File: src/rtl/neat_evo_pkg.sv
// Shared gene layout, attribute masks and sequencer state encoding for the
// child-genome evolution datapath.
package neat_evo_pkg;

  localparam int GENE_W   = 25;
  localparam int TYPE_BIT = 24;
  localparam int ATTR_W   = 8;

  localparam logic GENE_NODE = 1'b0;
  localparam logic GENE_CONN = 1'b1;

  // Crossover threshold: 0.5 in the 1.7 fixed-point random domain.
  localparam logic [ATTR_W-1:0] HALF = 8'h40;

  typedef enum logic [1:0] {
    IDLE,
    ATTR,
    EMIT
  } state_t;

  // Legal value range of a mutated attribute, per gene type and attribute index.
  function automatic logic [ATTR_W-1:0] attr_mask(input logic gtype, input logic [1:0] k);
    logic [ATTR_W-1:0] m;
    m = 8'h00;
    if (gtype == GENE_NODE) begin
      case (k)
        2'd0:    m = 8'hFF;
        2'd1:    m = 8'h0F;
        default: m = 8'h07;
      endcase
    end else begin
      case (k)
        2'd0:    m = 8'h01;
        default: m = 8'h00;
      endcase
    end
    return m;
  endfunction

endpackage

File: src/rtl/gene_evolve_seq_lfsr8.sv
// 8-bit Fibonacci LFSR (x^8+x^6+x^5+x^4+1); shifts left when en, reloads SEED on rst.
// Single-cycle update, no backpressure of its own: the owner gates en.
module lfsr8 #(
  parameter logic [7:0] SEED = 8'h01
) (
  input  logic       clk,
  input  logic       rst,
  input  logic       en,
  output logic [7:0] q
);

  always_ff @(posedge clk) begin
    if (rst) begin
      q <= SEED;
    end else if (en) begin
      q <= {q[6:0], q[7] ^ q[5] ^ q[4] ^ q[3]};
    end
  end

endmodule

File: src/rtl/gene_evolve_seq.sv
// Per-gene crossover/mutation sequencer: one parent pair in, one child gene out.
// Latency 4 cycles (1 on type mismatch); in_ready only in IDLE, EMIT holds until out_ready.
module gene_evolve_seq
  import neat_evo_pkg::*;
#(
  parameter logic [7:0] SEED0 = 8'hA5,
  parameter logic [7:0] SEED1 = 8'h3C,
  parameter logic [7:0] SEED2 = 8'h5F
) (
  input  logic              clk,
  input  logic              rst,
  input  logic              in_valid,
  output logic              in_ready,
  input  logic [GENE_W-1:0] gene_a,
  input  logic [GENE_W-1:0] gene_b,
  input  logic              in_last,
  input  logic              bias,
  input  logic [7:0]        mutation_prob,
  input  logic              rnd_force_en,
  input  logic [23:0]       rnd_force,
  output logic              out_valid,
  input  logic              out_ready,
  output logic [GENE_W-1:0] child_gene,
  output logic              out_last,
  output logic              type_err,
  output logic [7:0]        mut_count,
  output logic              done
);

  state_t state_q, state_d;

  logic [1:0]        k_q;
  logic [GENE_W-1:0] child_q;
  logic [23:0]       gb_q;
  logic              last_q;
  logic              bias_q;
  logic              err_q;
  logic              done_q;
  logic [7:0]        cnt_q;

  logic [7:0] l0, l1, l2;
  logic [7:0] r0, r1, r2;
  logic       lfsr_en;
  logic       mismatch;

  logic [7:0] attr_a, attr_b, new_attr;
  logic       sel, mutate;

  assign lfsr_en  = (state_q == ATTR);
  assign mismatch = gene_a[TYPE_BIT] != gene_b[TYPE_BIT];

  lfsr8 #(.SEED(SEED0)) u_lfsr_xover (.clk(clk), .rst(rst), .en(lfsr_en), .q(l0));
  lfsr8 #(.SEED(SEED1)) u_lfsr_mdec  (.clk(clk), .rst(rst), .en(lfsr_en), .q(l1));
  lfsr8 #(.SEED(SEED2)) u_lfsr_mval  (.clk(clk), .rst(rst), .en(lfsr_en), .q(l2));

  assign {r2, r1, r0} = rnd_force_en ? rnd_force : {l2, l1, l0};

  // child_q is preloaded with parent A, so slice k still holds A's attribute
  // until it is overwritten in its own ATTR cycle.
  always_comb begin
    attr_a = 8'h00;
    attr_b = 8'h00;
    case (k_q)
      2'd0: begin
        attr_a = child_q[23:16];
        attr_b = gb_q[23:16];
      end
      2'd1: begin
        attr_a = child_q[15:8];
        attr_b = gb_q[15:8];
      end
      default: begin
        attr_a = child_q[7:0];
        attr_b = gb_q[7:0];
      end
    endcase
    sel      = (r0 > HALF) ? ~bias_q : bias_q;
    mutate   = !(r1 > mutation_prob);
    new_attr = mutate ? (r2 & attr_mask(child_q[TYPE_BIT], k_q))
                      : (sel ? attr_b : attr_a);
  end

  always_ff @(posedge clk) begin
    if (rst) begin
      state_q <= IDLE;
    end else begin
      state_q <= state_d;
    end
  end

  always_comb begin
    state_d   = state_q;
    in_ready  = 1'b0;
    out_valid = 1'b0;
    case (state_q)
      IDLE: begin
        in_ready = 1'b1;
        if (in_valid) begin
          state_d = mismatch ? EMIT : ATTR;
        end
      end
      ATTR: begin
        if (k_q == 2'd2) begin
          state_d = EMIT;
        end
      end
      EMIT: begin
        out_valid = 1'b1;
        if (out_ready) begin
          state_d = IDLE;
        end
      end
      default: state_d = IDLE;
    endcase
  end

  always_ff @(posedge clk) begin
    if (rst) begin
      k_q     <= 2'd0;
      child_q <= '0;
      gb_q    <= '0;
      last_q  <= 1'b0;
      bias_q  <= 1'b0;
      err_q   <= 1'b0;
      done_q  <= 1'b0;
      cnt_q   <= 8'h00;
    end else begin
      done_q <= 1'b0;
      case (state_q)
        IDLE: begin
          if (in_valid) begin
            child_q <= gene_a;
            gb_q    <= gene_b[23:0];
            last_q  <= in_last;
            bias_q  <= bias;
            err_q   <= mismatch;
            k_q     <= 2'd0;
          end
        end
        ATTR: begin
          case (k_q)
            2'd0:    child_q[23:16] <= new_attr;
            2'd1:    child_q[15:8]  <= new_attr;
            default: child_q[7:0]   <= new_attr;
          endcase
          k_q <= k_q + 2'd1;
          if (mutate && cnt_q != 8'hFF) begin
            cnt_q <= cnt_q + 8'd1;
          end
        end
        EMIT: begin
          if (out_ready && last_q) begin
            done_q <= 1'b1;
            cnt_q  <= 8'h00;
          end
        end
        default: ;
      endcase
    end
  end

  assign child_gene = child_q;
  assign out_last   = last_q;
  assign type_err   = err_q;
  assign mut_count  = cnt_q;
  assign done       = done_q;

endmodule

File: config.mk
export PLATFORM = sky130hd
export DESIGN_NAME = gene_evolve_seq
export DESIGN_NICKNAME = d
export VERILOG_FILES = /design/src/rtl/neat_evo_pkg.sv /design/src/rtl/gene_evolve_seq_lfsr8.sv /design/src/rtl/gene_evolve_seq.sv
export SDC_FILE = /design/constraint.sdc
export NUM_CORES = 1
export LEC_CHECK = 0
export CAP_MARGIN = 20
export CORE_MARGIN = 10
export CORE_UTILIZATION = 45
export DETAILED_ROUTE_END_ITERATION = 8
export PLACE_DENSITY = 0.75
export SETUP_SLACK_MARGIN = 0.3
export SYNTH_ARGS = -nofsm -noshare
export SYNTH_HDL_FRONTEND = slang
export SYNTH_SLANG_ARGS = --single-unit
File: constraint.sdc
create_clock -name clk -period 3.9 [get_ports clk]
set_input_delay 0.78 -clock clk [delete_from_list [all_inputs] [get_ports clk]]
set_output_delay 0.78 -clock clk [all_outputs]
set_load 0.05 [all_outputs]
# Word level (Yosys, flattened, before mapping)
# Cells that the tools add are included.
# classes
n_addsub,2
order_cmp,2
eq_ne,14
muxes,27
n_bitwise,12
n_reduce_logical,16
# ops
cell,n
$mux W8,8
$pmux W8 S2,4
$mux W24,2
$pmux W24 S2,1
$reduce_and A3 Y1,5
$mux W2,5
$xor A1 B1 Y1,9
$add A8 B1 Y8 const B,1
$and A8 B8 Y8,1
$gt A8 B7 Y1 const B,1
$gt A8 B8 Y1,1
$ne A2 B1 Y1 const B,4
$ne A2 B2 Y1 const B,4
$ne A8 B8 Y1 const B,1
$pmux W2 S3,1
$mux W1,5
$eq A2 B1 Y1 const B,2
$eq A2 B2 Y1 const B,2
$logic_not A2 Y1,2
$pmux W2 S2,1
$reduce_and A2 Y1,2
$reduce_bool A2 Y1,2
$reduce_or A2 Y1,2
$add A2 B1 Y2 const B,1
4 further kinds,6
# word_totals
ff_bits,89
inputBits,89
out_inout_bits,38
elab_cells,88

# Longest topological paths before layout
# Gate-level depths: netlist of run 1.
# logic_depth
ltp_word,7
mapped_depth,11
mapped_depth_nobuf,8

# Modules after synthesis
# A second synthesis of run 1 with hierarchy kept.
# unflattened
cells_unflattened,546
hier_area_um2,4589.4
# by_module_without_submodules
mod,n_inst,cells_per_inst,area_each_um2,seq_area_each_um2
gene_evolve_seq,1,459,3667.3,1301.2
lfsr8 at u_lfsr_mval ...,2,29,302.8,160.2
lfsr8 at u_lfsr_mdec,1,29,316.6,160.2

# Worst setup path before layout of run 1
# No wires, ideal clock.
# synth_timing
kind,input-to-reg
startpoint,in rnd_force_en
endpoint,reg cnt_q[0] (netlist: mut_count[0])
setup_time_ps,70
arrival_time_ps,3442
required_time_ps,3830
path_slack_ps,388
path_stages,11
path_cell_list,buf_2 -> buf_1 -> mux2_2 -> ha_1 -> a21oi_1 -> o21ai_0 -> or3_1 -> o221a_2 -> clkbuf_1 -> or3_1 -> a21oi_1
# synth_between
elab_chain_len,6
# synth_rtl
item,line,source
start: declaration,gene_evolve_seq.sv:19,"input logic rnd_force_en,"
$mux W24,gene_evolve_seq.sv:56,"assign {r2, r1, r0} = rnd_force_en ? rnd_force : {l2, l1, l0};"
$gt A8 B8 Y1,gene_evolve_seq.sv:78,mutate = !(r1 > mutation_prob);
$logic_not A1 Y1,gene_evolve_seq.sv:78,
$logic_and A1 B1 Y1,gene_evolve_seq.sv:147,if (mutate && cnt_q != 8'hFF) begin
$ne A2 B1 Y1 (no source line),-,
$reduce_and A3 Y1 (no source line),-,
end signal: assignment,gene_evolve_seq.sv:148,cnt_q <= cnt_q + 8'd1;
end: declaration,gene_evolve_seq.sv:39,logic [7:0] cnt_q;
# No other way between the ends.
# A chain may end at the register's enable or synchronous reset.

# Final worst setup path of run 1
# layout_timing
startpoint,in rnd_force_en
endpoint,reg cnt_q[6] (netlist: mut_count[6])
# The elaborated chain is that of the path after synthesis.

==> results of run 1 <==
## worst max-delay path by stage
stage            startpoint                         to  slack, ns  cells after the start
6_report       rnd_force_en  mut_count[6]$_SDFFE_PP0P_       0.48                     10
5_1_grt        rnd_force_en  mut_count[4]$_SDFFE_PP0P_       0.30                     10
4_1_cts        rnd_force_en  mut_count[6]$_SDFFE_PP0P_       0.48                     10
3_5_place_dp   rnd_force_en  mut_count[4]$_SDFFE_PP0P_       0.12                     10
3_3_place_gp   rnd_force_en  mut_count[4]$_SDFFE_PP0P_       0.21                     10
2_1_floorplan  rnd_force_en  mut_count[0]$_SDFFE_PP0P_       0.39                     11
## cell type report
type                            count  area share
Timing Repair Buffer              139      0.2179
Clock buffer                        9     0.01964
Sequential cell                    89      0.2825
Clock inverter                      7     0.01210
Inverter                           19     0.01131
Tap cell                          136     0.02698
Multi-Input combinational cell    423      0.4296
## synth_stat cells (all sizes together)
| cell type | number | area [um2] |
|---|---|---|
| a2111oi | 3 | 26.28 |
| a211oi | 5 | 42.54 |
| a21bo | 1 | 10.01 |
| a21oi | 59 | 295.3 |
| a221o | 1 | 10.01 |
| a22o | 19 | 166.4 |
| a311oi | 1 | 8.760 |
| a31oi | 4 | 25.02 |
| a32oi | 1 | 8.760 |
| and2 | 4 | 25.02 |
| and3 | 2 | 12.51 |
| buf | 7 | 28.78 |
| clkbuf | 28 | 105.1 |
| clkinv | 1 | 3.750 |
| dfxtp | 89 | 1782 |
| ha | 15 | 187.7 |
| inv | 18 | 67.56 |
| mux2 | 7 | 78.83 |
| mux2i | 39 | 390.4 |
| nand2 | 77 | 289.0 |
| nand2b | 4 | 25.02 |
| nand3 | 9 | 45.04 |
| nand3b | 1 | 7.510 |
| nand4 | 4 | 25.02 |
| nor2 | 54 | 202.7 |
| nor2b | 2 | 12.51 |
| nor3 | 46 | 230.2 |
| nor4 | 3 | 33.78 |
| o211ai | 3 | 22.52 |
| o21a | 5 | 37.54 |
| o21ai | 8 | 40.03 |
| o21bai | 1 | 7.510 |
| o221a | 18 | 202.7 |
| o221ai | 1 | 8.760 |
| o2bb2ai | 1 | 8.760 |
| o31ai | 1 | 7.510 |
| o32ai | 1 | 8.760 |
| o41ai | 1 | 8.760 |
| or2 | 3 | 18.77 |
| or3 | 5 | 31.28 |
| or4 | 3 | 26.27 |
| xnor2 | 9 | 97.60 |
| xor2 | 2 | 17.52 |
## tightest hold or removal path, cell delays in order, from the launching register on
cell and delay [ns]:
dfxtp_1 0.32, nand2_1 0.05, a21oi_1 0.05
## state kept, by name, indices dropped and copies added, names as in the netlist
signal and flops:
gb_q 24, done 1, bias_q 1, u_lfsr_mval.q 8, state_q 2, type_err 1, u_lfsr_xover.q 8, mut_count 8
u_lfsr_mdec.q 8, out_last 1, k_q 2, child_gene 25
## power groups by stage
stage / Sequential, mW / Combinational (mW) / Clock [mW]
6_report: 1.27 / 1.95 / 0.648
5_1_grt: 1.29 / 2.10 / 0.687
4_1_cts: 1.26 / 1.92 / 0.651
3_5_place_dp: 1.28 / 1.91 / 0
3_3_place_gp: 1.27 / 1.88 / 0
2_1_floorplan: 1.59 / 0.985 / 0
## logic make-up (layout without fill, tap and decap cells)
logic type | count (synthesis) | in the layout | share of synthesized area
AOI/OAI and AO/OA | 134 | 134 | 0.2017
xor gates and xnor gates | 11 | 11 | 0.02455
adders and majority gates | 15 | 15 | 0.04002
buffers and inverters | 54 | 174 | 0.04376
DFF | 89 | 89 | 0.3799
muxes | 46 | 46 | 0.1001
and+or+nand+nor | 217 | 217 | 0.2100
## per-layer routing
metal | vias to the layer above | wire (um) | global-route usage | part of all wire
met5 | - | 0 | 0 | 0
met4 | 0 | 393 | 0.07953 | 0.027
met3 | 30 | 1155 | 0.03793 | 0.078
met2 | 175 | 6936 | 0.3096 | 0.47
met1 | 2143 | 6230 | 0.2397 | 0.42
li1 | 2259 | - | - | -
## through the flow
stage / power, mW / worst slack (ns) / instance area, um2 / hold WS, ns / instances
after global placement: 3.153 / 0.2055 / 6078 / 0.4427 / 805
after detailed placement: 3.195 / 0.1158 / 6078 / 0.4473 / 805
final: 3.865 / 0.4786 / 6306 / 0.4587 / 822
after CTS: 3.835 / 0.4834 / 6279 / 0.4614 / 821
after floorplan: 2.574 / 0.3877 / 4690 / 0.4360 / 566
after global routing: 4.075 / 0.3018 / 6306 / 0.4807 / 822
==> results.cfg, run 1 <==
[drt]
ant_nets = 0
via_count = 4607
via_per_inst = 5.605
wl_mm = 14.72
drcViolationCount = 0
first_pass_iters = 5
wl_per_cell_um = 17.90
drt_iter0_drc = 365

[setup_path]
path_buf_inv = 2
reg2reg_to = mut_count[6]$_SDFFE_PP0P_
r2r_start = u_lfsr_mdec.q[7]$_SDFFE_PP0P_
cp_top_family = simple AND/OR/NAND/NOR gates
ff2ff_setup_slack_ns = 1.27
crit_required_ns = 4.19
cpMaxStageDelayCell = or4_1
worstPathArrival_ns = 3.71
critPathKind = in -> reg
endpoint_kind = flip-flop
cpMostUsedCell = a21oi_1
ff2ff_path_depth = 8
cp-start-kind = primary input
cp_slowest_stage_delay_ns = 0.48
crit_chain = clkdlybuf4s50_1 > buf_4 > mux2_2 > ha_1 > a21oi_1 > o21ai_0 > or3_1 > o221a_2 > or4_1 > a21oi_1
cp_max_fo = 12

[clock_tree]
clk_pin_slew_ns = 0.10
ctsHoldBuffers = 0
post_cts.repair.setup_buffers = 0
cts_tree = yes
ctsResizeCount = 0
h-tree-depth = 3
clk_path_buf_depth = 2
cts_sinks = 89
clk_latency_ns = 0.36
cts_made_buffers = 9
clockRootBuffer = clkbuf_8

[sta]
slew_viol_final = 0
max_slew_margin = 0.4006
hold_viol = 0
period_needed_ns = 3.421
timing.final.crit_share = 0.8773
fin_setup_tns_ns = 0
timing.fmax_mhz = 292.3
clock_skew_ns = 0.01133
setup_viol = 0
tightest_slew_ns = 0.8991
rsz0062_at_grt = false

[yosys]
ys_seq_area_frac = 0.3799
yosysUniqueCellTypes = 51
synth_fp_nets = 670
syn_avg_cell_area_um2 = 8.285
synth-seq-cells = 89
syn_area_um2 = 4689
synth_warnings = 0
syn_inst = 566

[power_and_ir_drop]
p_switching_mw = 1.697
power_frac_seq = 0.327
combPwrFrac = 0.505
p_int_mw = 2.168
vdd_ir_drop_max_mv = 0.3030
pwr-share-clk = 0.168
p_sw_frac = 0.4391
pwr_density_cell_nw_per_um2 = 613.0
p_leak_nw = 2.313

[floorplanning]
die_w_um = 122.1
placementRows = 37
start_util = 0.4584
dieArea_um2 = 14900
core_um2 = 10230
chipHeight_um = 122.1
io_pins = 127

[layout]
finish.utilization = 0.6164
nets = 785
area_growth_pct = 34.47
fill_cells = 879
diodes = 0
final_common_cell = clkdlybuf4s50_1
drive_above_1_share = 0.08746
final_cell_mix = 125 x clkdlybuf4s50_1, 89 x dfxtp_1, 77 x nand2_1, 59 x a21oi_1, 54 x nor2_1
multi_input_area_um2 = 2709
regArea_um2 = 1782

[status]
status = finished clean

[global_routing]
grt_pass1_wl_mm = 23.05
grt_pass1_vias = 4531
grt_antenna_before_repair = 0
grt_max_degree = 42
track_usage = 0.1900
grt_overflow = 0

[worst_hold_path]
hp-start = gb_q[21]$_SDFFE_PP0P_
min_path_type = reg -> reg
min_to = gb_q[21]$_SDFFE_PP0P_
min_path_cells = 2

[place]
gp_congestion = 0.8805
dpl.hpwl_mm = 11.11
port-buffer-count = 126

[job]
cap_violations = 0
Power figures use the tool's default switching activity.
==> inputs of run 2 (changes only) <==
==> constraint.sdc (replaced) <==
create_clock -name clk -period 3.9 [get_ports clk]
set_input_delay 1.17 -clock clk [delete_from_list [all_inputs] [get_ports clk]]
set_output_delay 1.17 -clock clk [all_outputs]
set_load 0.05 [all_outputs]
==> results.cfg, run 2 (same netlist as run 1, synthesis figures left out) <==
[drt]
ant_nets = 0
drt_iter0_drc = 278
first_pass_iters = 4
via_per_inst = 5.595
drcViolationCount = 0
wl_per_cell_um = 17.91
via_count = 4683
wl_mm = 14.99

[sta]
max_slew_margin = 0.3841
slew_viol_final = 0
rsz0062_at_grt = false
period_needed_ns = 3.446
fin_ws_ns = 0.4543
hold_viol = 0
clock_skew_ns = 0.01163
timing.fmax_mhz = 290.2
timing.final.crit_share = 0.8835
setup_viol = 0
tightest_slew_ns = 0.9216
holdWs_ns = 0.4636

[global_routing]
grt_antenna_before_repair = 0
grt_pass1_vias = 4701
grt_pass1_wl_mm = 23.69
grt_overflow = 0
grt_max_degree = 72
track_usage = 0.1959

[place]
port-buffer-count = 126
gp_congestion = 0.9066
pre_cts_slack_ns = -0.2384
dpl.hpwl_mm = 11.35

[power_and_ir_drop]
p_sw_frac = 0.4481
power_frac_seq = 0.327
pwr_density_cell_nw_per_um2 = 601.6
pwr-share-clk = 0.163
p_switching_mw = 1.736
p_int_mw = 2.139
p_leak_nw = 2.394
combPwrFrac = 0.510
vdd_ir_drop_max_mv = 0.3279

[clock_tree]
clk_latency_ns = 0.37
ctsHoldBuffers = 0
clockRootBuffer = clkbuf_8
clk_path_buf_depth = 2
h-tree-depth = 3
cts_sinks = 89
cts_tree = yes
clk_pin_slew_ns = 0.10
cts_made_buffers = 9

[setup_path]
critPathKind = in -> reg
worstPathArrival_ns = 3.74
crit_required_ns = 4.19
cp_max_fo = 7
cp-start-kind = primary input
endpoint_kind = flip-flop

[floorplanning]
chipHeight_um = 122.1
start_util = 0.4584
placementRows = 37
core_um2 = 10230
io_pins = 127
die_w_um = 122.1
dieArea_um2 = 14900

[status]
status = finished clean

[layout]
drive_above_1_share = 0.1098
fill_cells = 853
diodes = 0
nets = 800
largest_reg_flops = 25
final_cell_mix = 124 x clkdlybuf4s50_1, 89 x dfxtp_1, 77 x nand2_1, 59 x a21oi_1, 54 x nor2_1
area_growth_pct = 37.35
final_common_cell = clkdlybuf4s50_1

[worst_hold_path]
min_path_type = reg -> reg

[job]
cap_violations = 0
-- run 2: changes by cell type in the layout (fill, tap and decap cells not counted), moves of 2 or more --
cell / delta
clkinvlp_4: -2
mux2_2: -2
ha_1: -2
buf_6: +2
buf_4: +14
ha_4: +2
mux2_4: +2
-- run 2: repair_timing --
item	in CTS	in global routing
buffers inserted	1	0
pin swaps	3	1
resized for setup	9	0
endpoints found under the hold margin	0	0
setup endpoints to repair	6	1
-- run 2: per-layer routing --
| layer | routed length [um] | global-route usage | share of wire |
|---|---|---|---|
| met5 | 0 | 0 | 0 |
| met3 | 1144 | 0.04024 | 0.076 |
| met2 | 7158 | 0.3301 | 0.48 |
| met1 | 6204 | 0.2352 | 0.41 |
| met4 | 480 | 0.08910 | 0.032 |
-- run 2: path summary, 6_finish.rpt --
path                         startpoint                          end  slack [ns]  cells after the start
setup / recovery           rnd_force_en    mut_count[0]$_SDFFE_PP0P_        0.45                     12
hold / removal    gb_q[12]$_SDFFE_PP0P_        gb_q[12]$_SDFFE_PP0P_        0.46                      2
setup reg to reg    k_q[0]$_SDFFE_PP0P_  child_gene[14]$_SDFFE_PP0P_        1.23                      7
hold reg to reg   gb_q[12]$_SDFFE_PP0P_        gb_q[12]$_SDFFE_PP0P_        0.46                      2
-- run 2: per-stage QoR --
stage / cell area (um2) / std cells / power, mW / TNS [ns] / util
2_1_floorplan: 4700 / 566 / 2.575 / 0 / -
3_3_place_gp: 6191 / 820 / 3.177 / -0.5135 / 0.6051
3_5_place_dp: 6191 / 820 / 3.225 / -2.086 / 0.6051
4_1_cts: 6441 / 837 / 3.863 / 0 / 0.6296
5_1_grt: 6441 / 837 / 4.090 / 0 / 0.6296
6_report: 6441 / 837 / 3.875 / 0 / 0.6296
-- run 2: final cells by class --
class                      count  area (um2)  area share
tap                          136       170.2     0.02642
clock buffer                   9       123.9     0.01923
inverter                      19       71.32     0.01107
clock inverter                 7       71.32     0.01107
multi-input combinational    423        2750      0.4270
timing repair buffer         154        1473      0.2286
sequential                    89        1782      0.2766
-- run 2: critical path, stage by stage --
cell and delay (ns):
dlygate4sd2_1 0.25, buf_6 0.14, buf_6 0.12, mux2_4 0.30, ha_4 0.28, nand4_1 0.12, or2_1 0.25, or3_1 0.33
o221a_4 0.15, buf_4 0.16, or3_1 0.32, a21oi_1 0.15
-- run 2: power by group through the flow --
| stage | clock network [mW] | logic (mW) | registers (mW) |
|---|---|---|---|
| floorplan | 0 | 0.986 | 1.59 |
| global placement | 0 | 1.90 | 1.27 |
| detailed placement | 0 | 1.94 | 1.28 |
| CTS | 0.632 | 1.97 | 1.26 |
| global route | 0.666 | 2.13 | 1.29 |
| finish | 0.632 | 1.98 | 1.27 |
==> RTL edit: new RTL, flow settings as in run 1 <==
Encoding of `state_t`: now one-hot (3 bits for 3 states).
--- a/src/rtl/neat_evo_pkg.sv
+++ b/src/rtl/neat_evo_pkg.sv
@@ -12,10 +12,10 @@
   // Crossover threshold: 0.5 in the 1.7 fixed-point random domain.
   localparam logic [ATTR_W-1:0] HALF = 8'h40;
 
-  typedef enum logic [1:0] {
-    IDLE,
-    ATTR,
-    EMIT
+  typedef enum logic [2:0] {
+    IDLE = 3'b001,
+    ATTR = 3'b010,
+    EMIT = 3'b100
   } state_t;
 
   // Legal value range of a mutated attribute, per gene type and attribute index.
Check against the original RTL: same outputs for any inputs over 4 cycles, from zero or initial values and one cycle with rst high; so few cycles prove little.
==> RTL edit against run 1 <==
- sequential cell count grew 1
- worst hold slack got worse by 0.00051 ns
- routed wire length increased by 2.7%
- synthesized area increased by 2.7%
- final area grew 0.26%
- fmax is 1.6% higher
- sequential share of layout area grew 0.24 points
- setup slack improved by 0.054 ns
Power is not compared: it rests on default switching activity, and its combinational part moved more than twofold at a synthesized area within 25%.
==> RTL edit: results (changes against run 1) <==
| Metric | Value |
|---|---|
| Status | completed |
| HPWL Detailed | 11230 um (+1.1%) |
| Fillers | 952 (+8.3%) |
| Hold-critical path endpoint | gb_q[3] |
| Synth Area in XOR/XNOR | 0.02391 (-0.0006379) |
| Crit path max-delay family | buffers and inverters |
| GR Util All Layers | 0.1937 (+0.003711) |
| Area occupied by multi-input gates | 2795 sq um (+3.2%) |
| Layout non-clock buf frac | 0.2118 (-0.006103) |
| Routed Wire Length | 15120 um (+2.7%) |
| Critical Path AT | 3.66 ns (-0.05 ns) |
| #MultiIn Comb | 455 (+7.6%) |
| Area post-placement | 6147 sq um (+1.1%) |
| Post-synthesis sequential area ratio | 0.3742 (-0.005716) |
| Gpl congestion | 0.8645 (-1.8%) |
| Reg-to-reg endpoint | child_gene[15] |
| Netlist cell types | 52 (+2.0%) |
| Non-CTS inverters | 11 (-8) |
| Reg-to-reg startpoint | state_q[1] |
| R2r setup slk | 1.35 ns (+0.08 ns) |
| Mux contribution to synthesized area | 0.05457 (-0.04548) |
| Share of cells above drive strength 1 | 0.07616 (-0.01130) |
| Fin Clk Skew | 0.01164 ns (+0.0003071 ns) |
| Die ar. | 15240 sq um (+2.2%) |
| End of the critical path | mut_count[5] |
| Drt via density | 5.708 (+1.8%) |
RTL edit: logic make-up (layout without fill, tap and decap cells):
family	after synthesis	in the layout
AND/OR/NAND/NOR	250	250
AO/OA/AOI/OAI	158	158
flip-flops	90	90
buffers and inverters	55	164
multiplexers	24	24
adder cells (fa/ha/maj)	12	12
XOR/XNOR	11	11
RTL edit: through the flow:
step           setup WS (ns)  power [mW]  cells  utilization
2_1_floorplan         0.5826       1.623    600            -
3_3_place_gp          0.2189       1.913    829       0.5928
6_report              0.5328       2.508    845       0.6097
4_1_cts               0.5368       2.521    845       0.6097
3_5_place_dp          0.1802       1.931    829       0.5928
5_1_grt               0.3659       2.636    845       0.6097
RTL edit: metal layers:
metal,global-route usage,up-vias,part of all wire
met4,0.06186,0,0.014
li1,-,2380,-
met1,0.2504,2261,0.43
met5,0,-,0
met3,0.04649,16,0.075
met2,0.3116,166,0.48
